$ cat src/rtl/dl_sdram_sequencer_if.sv
// Download bus bundle: data_io byte stream in; SDRAM toggle ports and on-chip RAM write out.
interface dl_sdram_sequencer_if;
  logic        ioctl_downl;
  logic        ioctl_wr;
  logic [24:0] ioctl_addr;
  logic [7:0]  ioctl_dout;
  logic        port1_req;
  logic        port2_req;
  logic        port1_ack;
  logic        port2_ack;
  logic [22:0] port1_a;
  logic [22:0] port2_a;
  logic [1:0]  port1_ds;
  logic [1:0]  port2_ds;
  logic [15:0] port1_d;
  logic [15:0] port2_d;
  logic        dl_wr;
  logic [17:0] dl_addr;
  logic [7:0]  dl_data;

  modport master (
    input  ioctl_downl, ioctl_wr, ioctl_addr, ioctl_dout, port1_ack, port2_ack,
    output port1_req, port2_req, port1_a, port2_a, port1_ds, port2_ds,
           port1_d, port2_d, dl_wr, dl_addr, dl_data
  );

  modport slave (
    output ioctl_downl, ioctl_wr, ioctl_addr, ioctl_dout, port1_ack, port2_ack,
    input  port1_req, port2_req, port1_a, port2_a, port1_ds, port2_ds,
           port1_d, port2_d, dl_wr, dl_addr, dl_data
  );
endinterface

$ cat src/rtl/dl_sdram_sequencer.sv
// ROM download sequencer: FIFO-buffers data_io bytes into SDRAM ports 1/2 and on-chip RAM.
// Optional macro DL_GFX_GATE_EN: port 2 only serves addresses at or above GFX_BASE.
module dl_sdram_sequencer #(
  parameter logic [24:0] GFX_BASE   = 25'h10000,
  parameter logic [24:0] DL_LIMIT   = 25'h28200,
  parameter int          FIFO_AW    = 2,
  parameter int          RESET_HOLD = 16
) (
  input  logic                        clk_sys,
  input  logic                        reset,
  input  logic                        user_reset,
  dl_sdram_sequencer_if.master        bus,
  output logic                        rom_loaded,
  output logic                        core_reset,
  output logic                        overflow
);
  localparam int DEPTH = 1 << FIFO_AW;
  localparam int CNT_W = $clog2(RESET_HOLD + 1);

  typedef enum logic [1:0] {S_IDLE, S_ISSUE, S_WAIT, S_DRAIN} state_t;
  state_t state, state_nxt;

  logic              wr_prev, downl_prev;
  logic              ack1_s0, ack1_s1, ack2_s0, ack2_s1;
  logic [24:0]       fifo_addr [DEPTH];
  logic [7:0]        fifo_data [DEPTH];
  logic [FIFO_AW:0]  wr_ptr, rd_ptr;
  logic              draining;
  logic [CNT_W-1:0]  hold_cnt;

  logic              push_req, push, pop, full, empty;
  logic              dl_start, dl_end;
  logic              gfx_hit, both_raw, both_wait;
  logic [24:0]       head_addr;
  logic [7:0]        head_data;
  logic [23:0]       gfx_off;
  logic              load_out, issue_en, set_loaded, load_hold;

  assign push_req  = bus.ioctl_wr & ~wr_prev & bus.ioctl_downl;
  assign empty     = (wr_ptr == rd_ptr);
  assign full      = (wr_ptr[FIFO_AW] != rd_ptr[FIFO_AW]) &&
                     (wr_ptr[FIFO_AW-1:0] == rd_ptr[FIFO_AW-1:0]);
  assign push      = push_req & ~full;
  assign dl_start  = bus.ioctl_downl & ~downl_prev;
  assign dl_end    = ~bus.ioctl_downl & downl_prev;
  assign head_addr = fifo_addr[rd_ptr[FIFO_AW-1:0]];
  assign head_data = fifo_data[rd_ptr[FIFO_AW-1:0]];
  assign gfx_off   = head_addr[23:0] - GFX_BASE[23:0];

`ifdef DL_GFX_GATE_EN
  assign gfx_hit = (head_addr >= GFX_BASE);
`else
  assign gfx_hit = 1'b1;
`endif

  // A port is done once its synchronised ack has caught up with its request toggle
  assign both_raw  = (ack1_s1 == bus.port1_req) & (ack2_s1 == bus.port2_req);
  assign both_wait = (ack1_s1 == bus.port1_req) & ((ack2_s1 == bus.port2_req) | ~gfx_hit);
  assign load_hold = set_loaded & ~rom_loaded & ~dl_start;

  always_ff @(posedge clk_sys) begin
    if (push) begin
      fifo_addr[wr_ptr[FIFO_AW-1:0]] <= bus.ioctl_addr;
      fifo_data[wr_ptr[FIFO_AW-1:0]] <= bus.ioctl_dout;
    end
  end

  always_comb begin
    state_nxt  = state;
    load_out   = 1'b0;
    issue_en   = 1'b0;
    pop        = 1'b0;
    set_loaded = 1'b0;
    case (state)
      S_IDLE: begin
        if (dl_end) begin
          state_nxt = S_DRAIN;
        end else if (!empty && both_raw) begin
          state_nxt = S_ISSUE;
          load_out  = 1'b1;
        end
      end
      S_ISSUE: begin
        issue_en  = 1'b1;
        state_nxt = S_WAIT;
      end
      S_WAIT: begin
        if (both_wait) begin
          pop       = 1'b1;
          state_nxt = (draining || dl_end) ? S_DRAIN : S_IDLE;
        end
      end
      S_DRAIN: begin
        if (both_raw) begin
          if (!empty) begin
            state_nxt = S_ISSUE;
            load_out  = 1'b1;
          end else begin
            // A restart during the drain cancels the completion flag
            set_loaded = draining;
            state_nxt  = S_IDLE;
          end
        end
      end
      default: state_nxt = S_IDLE;
    endcase
  end

  always_ff @(posedge clk_sys or posedge reset) begin
    if (reset) begin
      state      <= S_IDLE;
      wr_prev    <= 1'b0;
      downl_prev <= 1'b0;
      ack1_s0    <= 1'b0;
      ack1_s1    <= 1'b0;
      ack2_s0    <= 1'b0;
      ack2_s1    <= 1'b0;
      wr_ptr     <= '0;
      rd_ptr     <= '0;
      draining   <= 1'b0;
      overflow   <= 1'b0;
      rom_loaded <= 1'b0;
      hold_cnt   <= '0;
    end else begin
      state      <= state_nxt;
      wr_prev    <= bus.ioctl_wr;
      downl_prev <= bus.ioctl_downl;
      ack1_s0    <= bus.port1_ack;
      ack1_s1    <= ack1_s0;
      ack2_s0    <= bus.port2_ack;
      ack2_s1    <= ack2_s0;
      if (push) wr_ptr <= wr_ptr + 1'b1;
      if (pop)  rd_ptr <= rd_ptr + 1'b1;
      if (dl_start) begin
        overflow   <= 1'b0;
        rom_loaded <= 1'b0;
        draining   <= 1'b0;
      end else begin
        if (push_req && full) overflow <= 1'b1;
        if (dl_end)          draining <= 1'b1;
        else if (set_loaded) draining <= 1'b0;
        if (set_loaded)      rom_loaded <= 1'b1;
      end
      if (load_hold)           hold_cnt <= CNT_W'(RESET_HOLD);
      else if (hold_cnt != '0) hold_cnt <= hold_cnt - 1'b1;
    end
  end

  // Bus outputs: address/data latched entering ISSUE, request toggles at the end of ISSUE
  always_ff @(posedge clk_sys or posedge reset) begin
    if (reset) begin
      bus.port1_req <= 1'b0;
      bus.port2_req <= 1'b0;
      bus.port1_a   <= '0;
      bus.port2_a   <= '0;
      bus.port1_ds  <= '0;
      bus.port2_ds  <= '0;
      bus.port1_d   <= '0;
      bus.port2_d   <= '0;
      bus.dl_wr     <= 1'b0;
      bus.dl_addr   <= '0;
      bus.dl_data   <= '0;
    end else begin
      bus.dl_wr <= 1'b0;
      if (load_out) begin
        bus.port1_a  <= head_addr[23:1];
        bus.port1_ds <= {head_addr[0], ~head_addr[0]};
        bus.port1_d  <= {head_data, head_data};
        bus.port2_a  <= gfx_off[23:1];
        bus.port2_ds <= {gfx_off[0], ~gfx_off[0]};
        bus.port2_d  <= {head_data, head_data};
        bus.dl_addr  <= head_addr[17:0];
        bus.dl_data  <= head_data;
      end
      if (issue_en) begin
        bus.port1_req <= ~bus.port1_req;
        if (gfx_hit) bus.port2_req <= ~bus.port2_req;
        bus.dl_wr <= (head_addr < DL_LIMIT);
      end
    end
  end

  assign core_reset = user_reset | ~rom_loaded | (hold_cnt != '0);
endmodule

$ cat src/flat_wrapper.sv
// flat-port wrapper written by rule: the top's interface ports become plain ports
module dl_sdram_sequencer_flat 
#(
  parameter logic [24:0] GFX_BASE   = 25'h10000,
  parameter logic [24:0] DL_LIMIT   = 25'h28200,
  parameter int          FIFO_AW    = 2,
  parameter int          RESET_HOLD = 16
)
  (clk_sys, reset, user_reset, rom_loaded, core_reset, overflow, bus_ioctl_downl, bus_ioctl_wr, bus_ioctl_addr, bus_ioctl_dout, bus_port1_ack, bus_port2_ack, bus_port1_req, bus_port2_req, bus_port1_a, bus_port2_a, bus_port1_ds, bus_port2_ds, bus_port1_d, bus_port2_d, bus_dl_wr, bus_dl_addr, bus_dl_data);
  dl_sdram_sequencer_if bus_i ();
  input  logic clk_sys;
  input  logic reset;
  input  logic user_reset;
  output logic rom_loaded;
  output logic core_reset;
  output logic overflow;
  input wire logic [$bits(bus_i.ioctl_downl)-1:0] bus_ioctl_downl;
  input wire logic [$bits(bus_i.ioctl_wr)-1:0] bus_ioctl_wr;
  input wire logic [$bits(bus_i.ioctl_addr)-1:0] bus_ioctl_addr;
  input wire logic [$bits(bus_i.ioctl_dout)-1:0] bus_ioctl_dout;
  input wire logic [$bits(bus_i.port1_ack)-1:0] bus_port1_ack;
  input wire logic [$bits(bus_i.port2_ack)-1:0] bus_port2_ack;
  output wire logic [$bits(bus_i.port1_req)-1:0] bus_port1_req;
  output wire logic [$bits(bus_i.port2_req)-1:0] bus_port2_req;
  output wire logic [$bits(bus_i.port1_a)-1:0] bus_port1_a;
  output wire logic [$bits(bus_i.port2_a)-1:0] bus_port2_a;
  output wire logic [$bits(bus_i.port1_ds)-1:0] bus_port1_ds;
  output wire logic [$bits(bus_i.port2_ds)-1:0] bus_port2_ds;
  output wire logic [$bits(bus_i.port1_d)-1:0] bus_port1_d;
  output wire logic [$bits(bus_i.port2_d)-1:0] bus_port2_d;
  output wire logic [$bits(bus_i.dl_wr)-1:0] bus_dl_wr;
  output wire logic [$bits(bus_i.dl_addr)-1:0] bus_dl_addr;
  output wire logic [$bits(bus_i.dl_data)-1:0] bus_dl_data;
  assign bus_i.ioctl_downl = bus_ioctl_downl;
  assign bus_i.ioctl_wr = bus_ioctl_wr;
  assign bus_i.ioctl_addr = bus_ioctl_addr;
  assign bus_i.ioctl_dout = bus_ioctl_dout;
  assign bus_i.port1_ack = bus_port1_ack;
  assign bus_i.port2_ack = bus_port2_ack;
  assign bus_port1_req = bus_i.port1_req;
  assign bus_port2_req = bus_i.port2_req;
  assign bus_port1_a = bus_i.port1_a;
  assign bus_port2_a = bus_i.port2_a;
  assign bus_port1_ds = bus_i.port1_ds;
  assign bus_port2_ds = bus_i.port2_ds;
  assign bus_port1_d = bus_i.port1_d;
  assign bus_port2_d = bus_i.port2_d;
  assign bus_dl_wr = bus_i.dl_wr;
  assign bus_dl_addr = bus_i.dl_addr;
  assign bus_dl_data = bus_i.dl_data;
  dl_sdram_sequencer #(.GFX_BASE(GFX_BASE), .DL_LIMIT(DL_LIMIT), .FIFO_AW(FIFO_AW), .RESET_HOLD(RESET_HOLD)) u_core (.clk_sys(clk_sys), .reset(reset), .user_reset(user_reset), .bus(bus_i), .rom_loaded(rom_loaded), .core_reset(core_reset), .overflow(overflow));
endmodule
$ cat config.mk
export PLATFORM = sky130hd
export DESIGN_NAME = dl_sdram_sequencer_flat
export DESIGN_NICKNAME = d
export VERILOG_FILES = /design/src/rtl/dl_sdram_sequencer_if.sv /design/src/rtl/dl_sdram_sequencer.sv /design/src/flat_wrapper.sv
export SDC_FILE = /design/constraint.sdc
export NUM_CORES = 1
export LEC_CHECK = 0
export ABC_AREA = 1
export ABC_CLOCK_PERIOD_IN_PS = 6000
export CAP_MARGIN = 20
export CORE_MARGIN = 2
export CORE_UTILIZATION = 40
export CTS_BUF_LIST = sky130_fd_sc_hd__clkbuf_8
export CTS_CLUSTER_SIZE = 25
export DETAILED_ROUTE_END_ITERATION = 10
export PLACE_DENSITY = 0.66
export SLEW_MARGIN = 20
export SYNTH_ARGS = -nofsm -noshare
export SYNTH_HDL_FRONTEND = slang
export SYNTH_SLANG_ARGS = --single-unit
$ cat constraint.sdc
create_clock -name clk_sys -period 6 [get_ports clk_sys]
set_clock_uncertainty 0.1 [all_clocks]
set_input_delay 1.2 -clock clk_sys [delete_from_list [all_inputs] [get_ports clk_sys]]
set_output_delay 1.2 -clock clk_sys [all_outputs]
set_load 0.01 [all_outputs]
==> run summary, run 1 <==
Syn Std Cell Area = 8428 µm²
H-tree levels = 4
Cell repeated most along the worst path = clkdlybuf4s50_1
Setup TNS Final = 0 ns
Synth warn = 0
Drt drc = 0
DR vias/cell = 4.740
CP Data Arrival Time = 2.28 ns
Chip height = 149.2 µm
Syn nets = 808
Ranking of synthesized cells by area = edfxtp_1 47%, dfrtp_1 20%, nand2_1 8.7%
Fraction of registers with async set/reset = 33.33%
Final-stage net count = 890
Starting Density = 40.48%
Clk sinks = 198
Crit path capture type = output pin
Die width = 149.2 µm
Post-synth top cells = 195 x nand2_1, 132 x edfxtp_1, 73 x buf_4
Layout area overhead = 20.59%
Critical Path RT = 4.70 ns
Fraction of layout cells with a size suffix above 1 = 5.647%
Initial antenna violation count = 0
Postcts setup bufs = 0
Syn Inst Count = 755
IO buf count = 153
Detail Placement HPWL = 11240 µm
Vias = 5333
# IOs = 154
CTS tree = built
Gr ovfl total = 0
Slew @ Worst Pin = 1.042 ns
Status = completed
Synth top area share = 47.03%
CP Max Fanout = 1
# diodes = 0
Setup crit start kind = input port
Synth unique cells = 28
Worst path max stage delay = 0.52 ns
CP max stage cell = clkdlybuf4s50_1
Min-Delay Path Depth = 0
EDFF count, synth = 132
Endpoints failing setup = 0
Static leakage = 3.987 nW
First-pass GRT wire length = 26980 µm
Post-synth top area cell = edfxtp_1
Worst reg-to-reg path cell count = 11
Core area = 20820 µm²
Clock Path Buffers = 2
1st-iter DRT viols = 405
Die ar. = 22250 µm²
Unrepaired setup endpoints after global routing = no
Min Tclk post-route = 3.578 ns
Initial DRT Pass Iterations = 5
Total CTS buffers = 17
DR WL/cell = 15.36 µm
Period utilization = 59.63%
Max_cap viols = 0
Reg clk slew, reported paths = 0.09 ns
Resize count post-CTS = 0
#FFs+latches synth = 198
Worst-skew pair later-pin latency = 0.47 ns
Antenna-violating nets left = 0
Fmax = 279.5 MHz
Worst vdd ir = 0.0001791 V
Worst rel slew slack = 30.34%
Hold buffer count at CTS = 0
Average cell area after synthesis = 11.16 µm²
Crit path cell chain = clkdlybuf4s50_1, nor2_1, nand2_1, clkdlybuf4s50_1
Hold WC Path Type = reg2reg
Ys flop type = edfxtp_1
Gpl congestion = 0.7449
Core Rows = 53
Top-count cell post-synth = nand2_1
Total Routing Usage GR = 15.80%
Max-slew violation count = 0
Sequential cell area fraction in the yosys report = 66.63%
Setup CP Type = in2out
Drt total wl = 17290 µm
Largest net degree at the start of global routing = 68
Final core area utilization = 48.81%
Vias in the first global route = 5064
Final Hold Viols = 0
PD cells = 469.1 nW/µm²
Root buffer cell = clkbuf_8
[worst paths after layout]
| path | slack [ns] | to | start |
|---|---|---|---|
| min in group asynchronous | 1.08 | u_core.bus.dl_addr[3]$_DFFE_PP0P_ | reset |
| setup reg to reg | 2.52 | u_core.bus.port2_a[21]$_DFFE_PP0P_ | u_core.rd_ptr[0]$_DFFE_PP0P_ |
| hold reg to reg | 0.25 | u_core.ack2_s1$_DFF_PP0_ | u_core.ack2_s0$_DFF_PP0_ |
| setup / recovery | 2.42 | core_reset | user_reset |
| max in group asynchronous | 3.78 | u_core.rd_ptr[0]$_DFFE_PP0P_ | reset |
| hold / removal | 0.25 | u_core.ack2_s1$_DFF_PP0_ | u_core.ack2_s0$_DFF_PP0_ |
[logic make-up after synthesis]
group                    after synthesis  synth area share [%]
AND/OR/NAND/NOR                      307                 14.61
flip-flops                           198                 66.63
XOR/XNOR                              15                 1.648
AO/OA/AOI/OAI                         90                 5.819
buffers and inverters                132                 9.368
adder cells (fa/ha/maj)               13                 1.930
[critical path: cells and delay by family]
kind / cells / cell delay, ns
AND/OR/NAND/NOR: 2 / 0.09
buffers and inverters: 2 / 0.98
[layout by cell type, fill, tap and decap left out, drive strengths merged, types with 9 or more instances in the layout]
cell type / synthesis / final
nand2: 196 / 196
clkdlybuf4s50: 0 / 153
edfxtp: 132 / 132
dfrtp: 66 / 66
nor2: 66 / 66
o21ai: 55 / 55
inv: 36 / 41
nand3: 39 / 39
o22ai: 18 / 18
clkbuf: 7 / 17
ha: 13 / 13
a21oi: 10 / 10
xor2: 9 / 9
[registers in the layout, indices dropped and copies added, names as in the netlist]
signal	flops
u_core.state	2
u_core.bus.dl_data	7
u_core.hold_cnt	5
u_core.bus.port1_d	1
u_core.bus.dl_addr	17
u_core.bus.port1_a	7
u_core.bus.dl_wr	1
u_core.draining	1
u_core.downl_prev	1
u_core.rom_loaded	1
u_core.ack1_s0	1
u_core.bus.port2_ds	1
u_core.bus.port2_a	8
u_core.ack2_s0	1
u_core.ack2_s1	1
u_core.wr_prev	1
u_core.overflow	1
u_core.fifo_addr	100
u_core.bus.port1_req	1
u_core.rd_ptr	3
u_core.ack1_s1	1
u_core.wr_ptr	3
u_core.bus.port2_req	1
u_core.fifo_data	32
[area by class of cell]
cell class                 count  area (µm²)
clock buffer                  17       234.0
clock inverter                15       162.7
fill                        1892       10660
inverter                      36       136.4
multi-input combinational    425        2053
sequential                   198        5617
tap                          275       344.1
timing repair buffer         159        1617
[stage by stage]
stage / hold slack (ns) / area, µm² / worst slack (ns) / cells / power [mW]
6_report: 0.2546 / 10160 / 2.422 / 1125 / 4.768
5_1_grt: 0.2681 / 10160 / 2.200 / 1125 / 5.093
4_1_cts: 0.2576 / 10110 / 2.415 / 1123 / 4.809
3_5_place_dp: 0.2371 / 9711 / 2.316 / 1091 / 3.961
3_3_place_gp: 0.2343 / 9711 / 2.364 / 1091 / 3.923
2_1_floorplan: 0.2312 / 8428 / 2.524 / 755 / 3.246
[report_power, final]
group	switching, mW	leakage (nW)	internal, mW	total (mW)
logic	1.08	1.77	0.925	2.01
clock network	0.450	0.210	0.408	0.858
registers	0.207	2.00	1.70	1.90
total	1.74	3.99	3.03	4.77
[routing by layer]
layer	routed length, µm	up-vias	GRT usage [%]	share of wire, %
li1	-	2610	-	-
met1	7534	2587	20.47	44
met2	8784	121	26.80	51
met3	761	15	3.364	4.4
met4	205	0	4.762	1.2
met5	0	-	0	0
Note: power is estimated with default switching activity, not from simulation.
==> inputs of run 2 (changes only) <==
--- a/config.mk
+++ b/config.mk
@@ -6,14 +6,14 @@
 export NUM_CORES = 1
 export LEC_CHECK = 0
 export ABC_AREA = 1
-export ABC_CLOCK_PERIOD_IN_PS = 6000
+export ABC_CLOCK_PERIOD_IN_PS = 2890
 export CAP_MARGIN = 20
 export CORE_MARGIN = 2
 export CORE_UTILIZATION = 40
 export CTS_BUF_LIST = sky130_fd_sc_hd__clkbuf_8
 export CTS_CLUSTER_SIZE = 25
 export DETAILED_ROUTE_END_ITERATION = 10
-export PLACE_DENSITY = 0.66
+export PLACE_DENSITY = 0.68
 export SLEW_MARGIN = 20
 export SYNTH_ARGS = -nofsm -noshare
 export SYNTH_HDL_FRONTEND = slang
==> constraint.sdc (replaced) <==
create_clock -name clk_sys -period 2.89 [get_ports clk_sys]
set_clock_uncertainty 0.1 [all_clocks]
set_input_delay 0.578 -clock clk_sys [delete_from_list [all_inputs] [get_ports clk_sys]]
set_output_delay 0.578 -clock clk_sys [all_outputs]
set_load 0.01 [all_outputs]
==> run 2 against run 1 <==
  * First-iteration DRC count is 13% lower
  * Flip-flop and latch count stayed put
  * Core utilization is 0.072 points higher
  * Power is 100% higher
  * Cell count is 0.89% higher
  * Worst setup slack worse by 2.2 ns
  * Global-route usage hardly changed
  * Critical endpoint unchanged
==> run summary, run 2 (same netlist as run 1, synthesis figures left out) <==
Status = completed
Layout area overhead = 20.77%
Endpoint, Worst Hold = u_core.ack1_s1$_DFF_PP0_
FF-to-FF End = u_core.fifo_addr[1][21]$_DFFE_PP_
Initial antenna violation count = 0 (unchanged)
CTS tree = built
Max_cap viols = 0 (unchanged)
Most frequent cells in the layout = 195 x nand2_1, 153 x clkdlybuf4s50_1, 132 x edfxtp_1, 65 x dfrtp_1, 62 x nor2_1
Largest net degree at the start of global routing = 51 (-25%)
Vias = 5306 (-0.51%)
Static leakage = 4.010 nW (+0.58%)
Antenna-violating nets left = 0 (unchanged)
Root buffer cell = clkbuf_8
Max-slew violation count = 0 (unchanged)
Placed inst area = 9863 µm² (+1.6%)
Hold WC Path Type = reg2reg
Slew @ Worst Pin = 0.6295 ns (-0.4130 ns)
Detail Placement HPWL = 11760 µm (+4.7%)
Setup crit start kind = flop
PD cells = 947.4 nW/µm² (+100%)
Core Rows = 53 (unchanged)
Hold buffer count at CTS = 0 (unchanged)
Endpoints failing setup = 0 (unchanged)
Setup CP Type = reg2out
HP Start = u_core.ack1_s0$_DFF_PP0_
Crit path setup slack, layout = 0.2075 ns (-2.215 ns)
Chip height = 149.2 µm (unchanged)
Non-filler cells, final = 1135 (+0.89%)
Vias in the first global route = 5041 (-0.45%)
CP Data Arrival Time = 2.00 ns (-0.28 ns)
Die width = 149.2 µm (unchanged)
First-pass GRT wire length = 26790 µm (-0.69%)
Total Routing Usage GR = 15.82% (+0.023 points)
Core area = 20820 µm² (unchanged)
CP Max Fanout = 4 (+3)
Placed insts = 1103 (+1.1%)
Initial DRT Pass Iterations = 4 (-1)
Worst-skew pair later-pin latency = 0.47 ns (about the same)
Min Tclk post-route = 2.683 ns
Drt total wl = 16990 µm (-1.7%)
Origin of the critical flop-to-flop path = u_core.rd_ptr[0]$_DFFE_PP0P_
Die ar. = 22250 µm² (unchanged)
Postcts setup bufs = 0 (unchanged)
Total CTS buffers = 17 (unchanged)
H-tree levels = 4 (unchanged)
Critical Path RT = 2.21 ns (-2.49 ns)
# IOs = 154 (unchanged)
Crit path capture type = output pin
Gr ovfl total = 0 (unchanged)
Drt drc = 0 (unchanged)
1st-iter DRT viols = 352 (-13%)
# diodes = 0 (unchanged)
Finished Cell Area = 10180 µm² (+0.15%)
Worst reg-to-reg path cell count = 6 (-5)
Commonest non-fill, non-tap cell in the layout = nand2_1
Pre-CTS WS = 0.4029 ns (-1.913 ns)
Final-stage net count = 900 (+1.1%)
Fmax = 372.8 MHz
Clock Path Buffers = 2 (unchanged)
Final core area utilization = 48.88% (+0.072 points)
DR WL/cell = 14.97 µm (-2.6%)
Period utilization = 92.82%
Min-Delay Path Depth = 0 (unchanged)
Worst rel slew slack = 57.98% (+28 points)
R2r setup slk = 0.74 ns (-1.78 ns)
Final Hold Viols = 0 (unchanged)
Worst vdd ir = 0.0003389 V (+89%)
Setup TNS Final = 0 ns (unchanged)
Max reg flops = 100 (unchanged)
Reg clk slew, reported paths = 0.09 ns (about the same)
Starting Density = 40.48% (unchanged)
IO buf count = 153 (unchanged)
Resize count post-CTS = 0 (unchanged)
DR vias/cell = 4.675 (-1.4%)
Fraction of layout cells with a size suffix above 1 = 6.395% (+0.75 points)
Gpl congestion = 0.7359 (-1.2%)
Unrepaired setup endpoints after global routing = no
Clk sinks = 198 (unchanged)
-- run 2: cell types whose count changed in the layout (fill, tap and decap cells not counted), sizes merged --
cell,change
inv,+1
bufinv,-3
buf,+10
clkinv,+1
clkinvlp,+1
-- run 2: how the worst max path moves through the flow --
stage / start / endpoint / slack (ns) / cells after the start
after floorplan: u_core.rd_ptr[1]$_DFFE_PP0P_ / u_core.fifo_addr[0][0]$_DFFE_PP_ / 0.03 / 5
after global placement: bus_ioctl_downl / u_core.fifo_addr[1][3]$_DFFE_PP_ / 0.46 / 6
after detailed placement: bus_ioctl_downl / u_core.fifo_addr[1][2]$_DFFE_PP_ / 0.40 / 6
after CTS: u_core.hold_cnt[0]$_DFFE_PP0P_ / core_reset / 0.19 / 8
after global routing: u_core.hold_cnt[0]$_DFFE_PP0P_ / core_reset / 0.006 / 8
final: u_core.hold_cnt[0]$_DFFE_PP0P_ / core_reset / 0.21 / 8
-- run 2: worst max-delay path, stage by stage, from the launching register on --
cell and delay [ns]:
dfrtp_1 0.39, inv_1 0.12, ha_1 0.16, inv_1 0.04, nor2_1 0.07, nand2_1 0.11
inv_1 0.14, nand2_1 0.06, clkdlybuf4s50_1 0.47
-- run 2: layout make-up --
| type | count | area [µm²] |
|---|---|---|
| fill | 1872 | 10640 |
| sequential | 198 | 5617 |
| multi-input combinational | 425 | 2053 |
| timing repair buffer | 169 | 1714 |
| tap | 275 | 344.1 |
| clock buffer | 17 | 234.0 |
| inverter | 36 | 135.1 |
| clock inverter | 15 | 81.33 |
-- run 2: metrics by stage --
stage          power, mW  hold WS [ns]
2_1_floorplan      6.741        0.2312
3_3_place_gp       8.215        0.2364
3_5_place_dp       8.298        0.2365
4_1_cts            9.748        0.2571
5_1_grt            10.34        0.2714
6_report           9.643        0.2540
-- run 2: per-layer routing --
metal	track usage [%]	part of all wire, %
met5	0	0
met4	5.286	1.3
met3	3.242	3.9
met2	26.84	51
met1	20.38	44
-- run 2: where the power goes --
part / total [mW] / internal, mW / switching [mW]
sequential: 3.90 / 3.52 / 0.380
clock: 1.46 / 0.569 / 0.892
combinational: 4.28 / 1.97 / 2.31
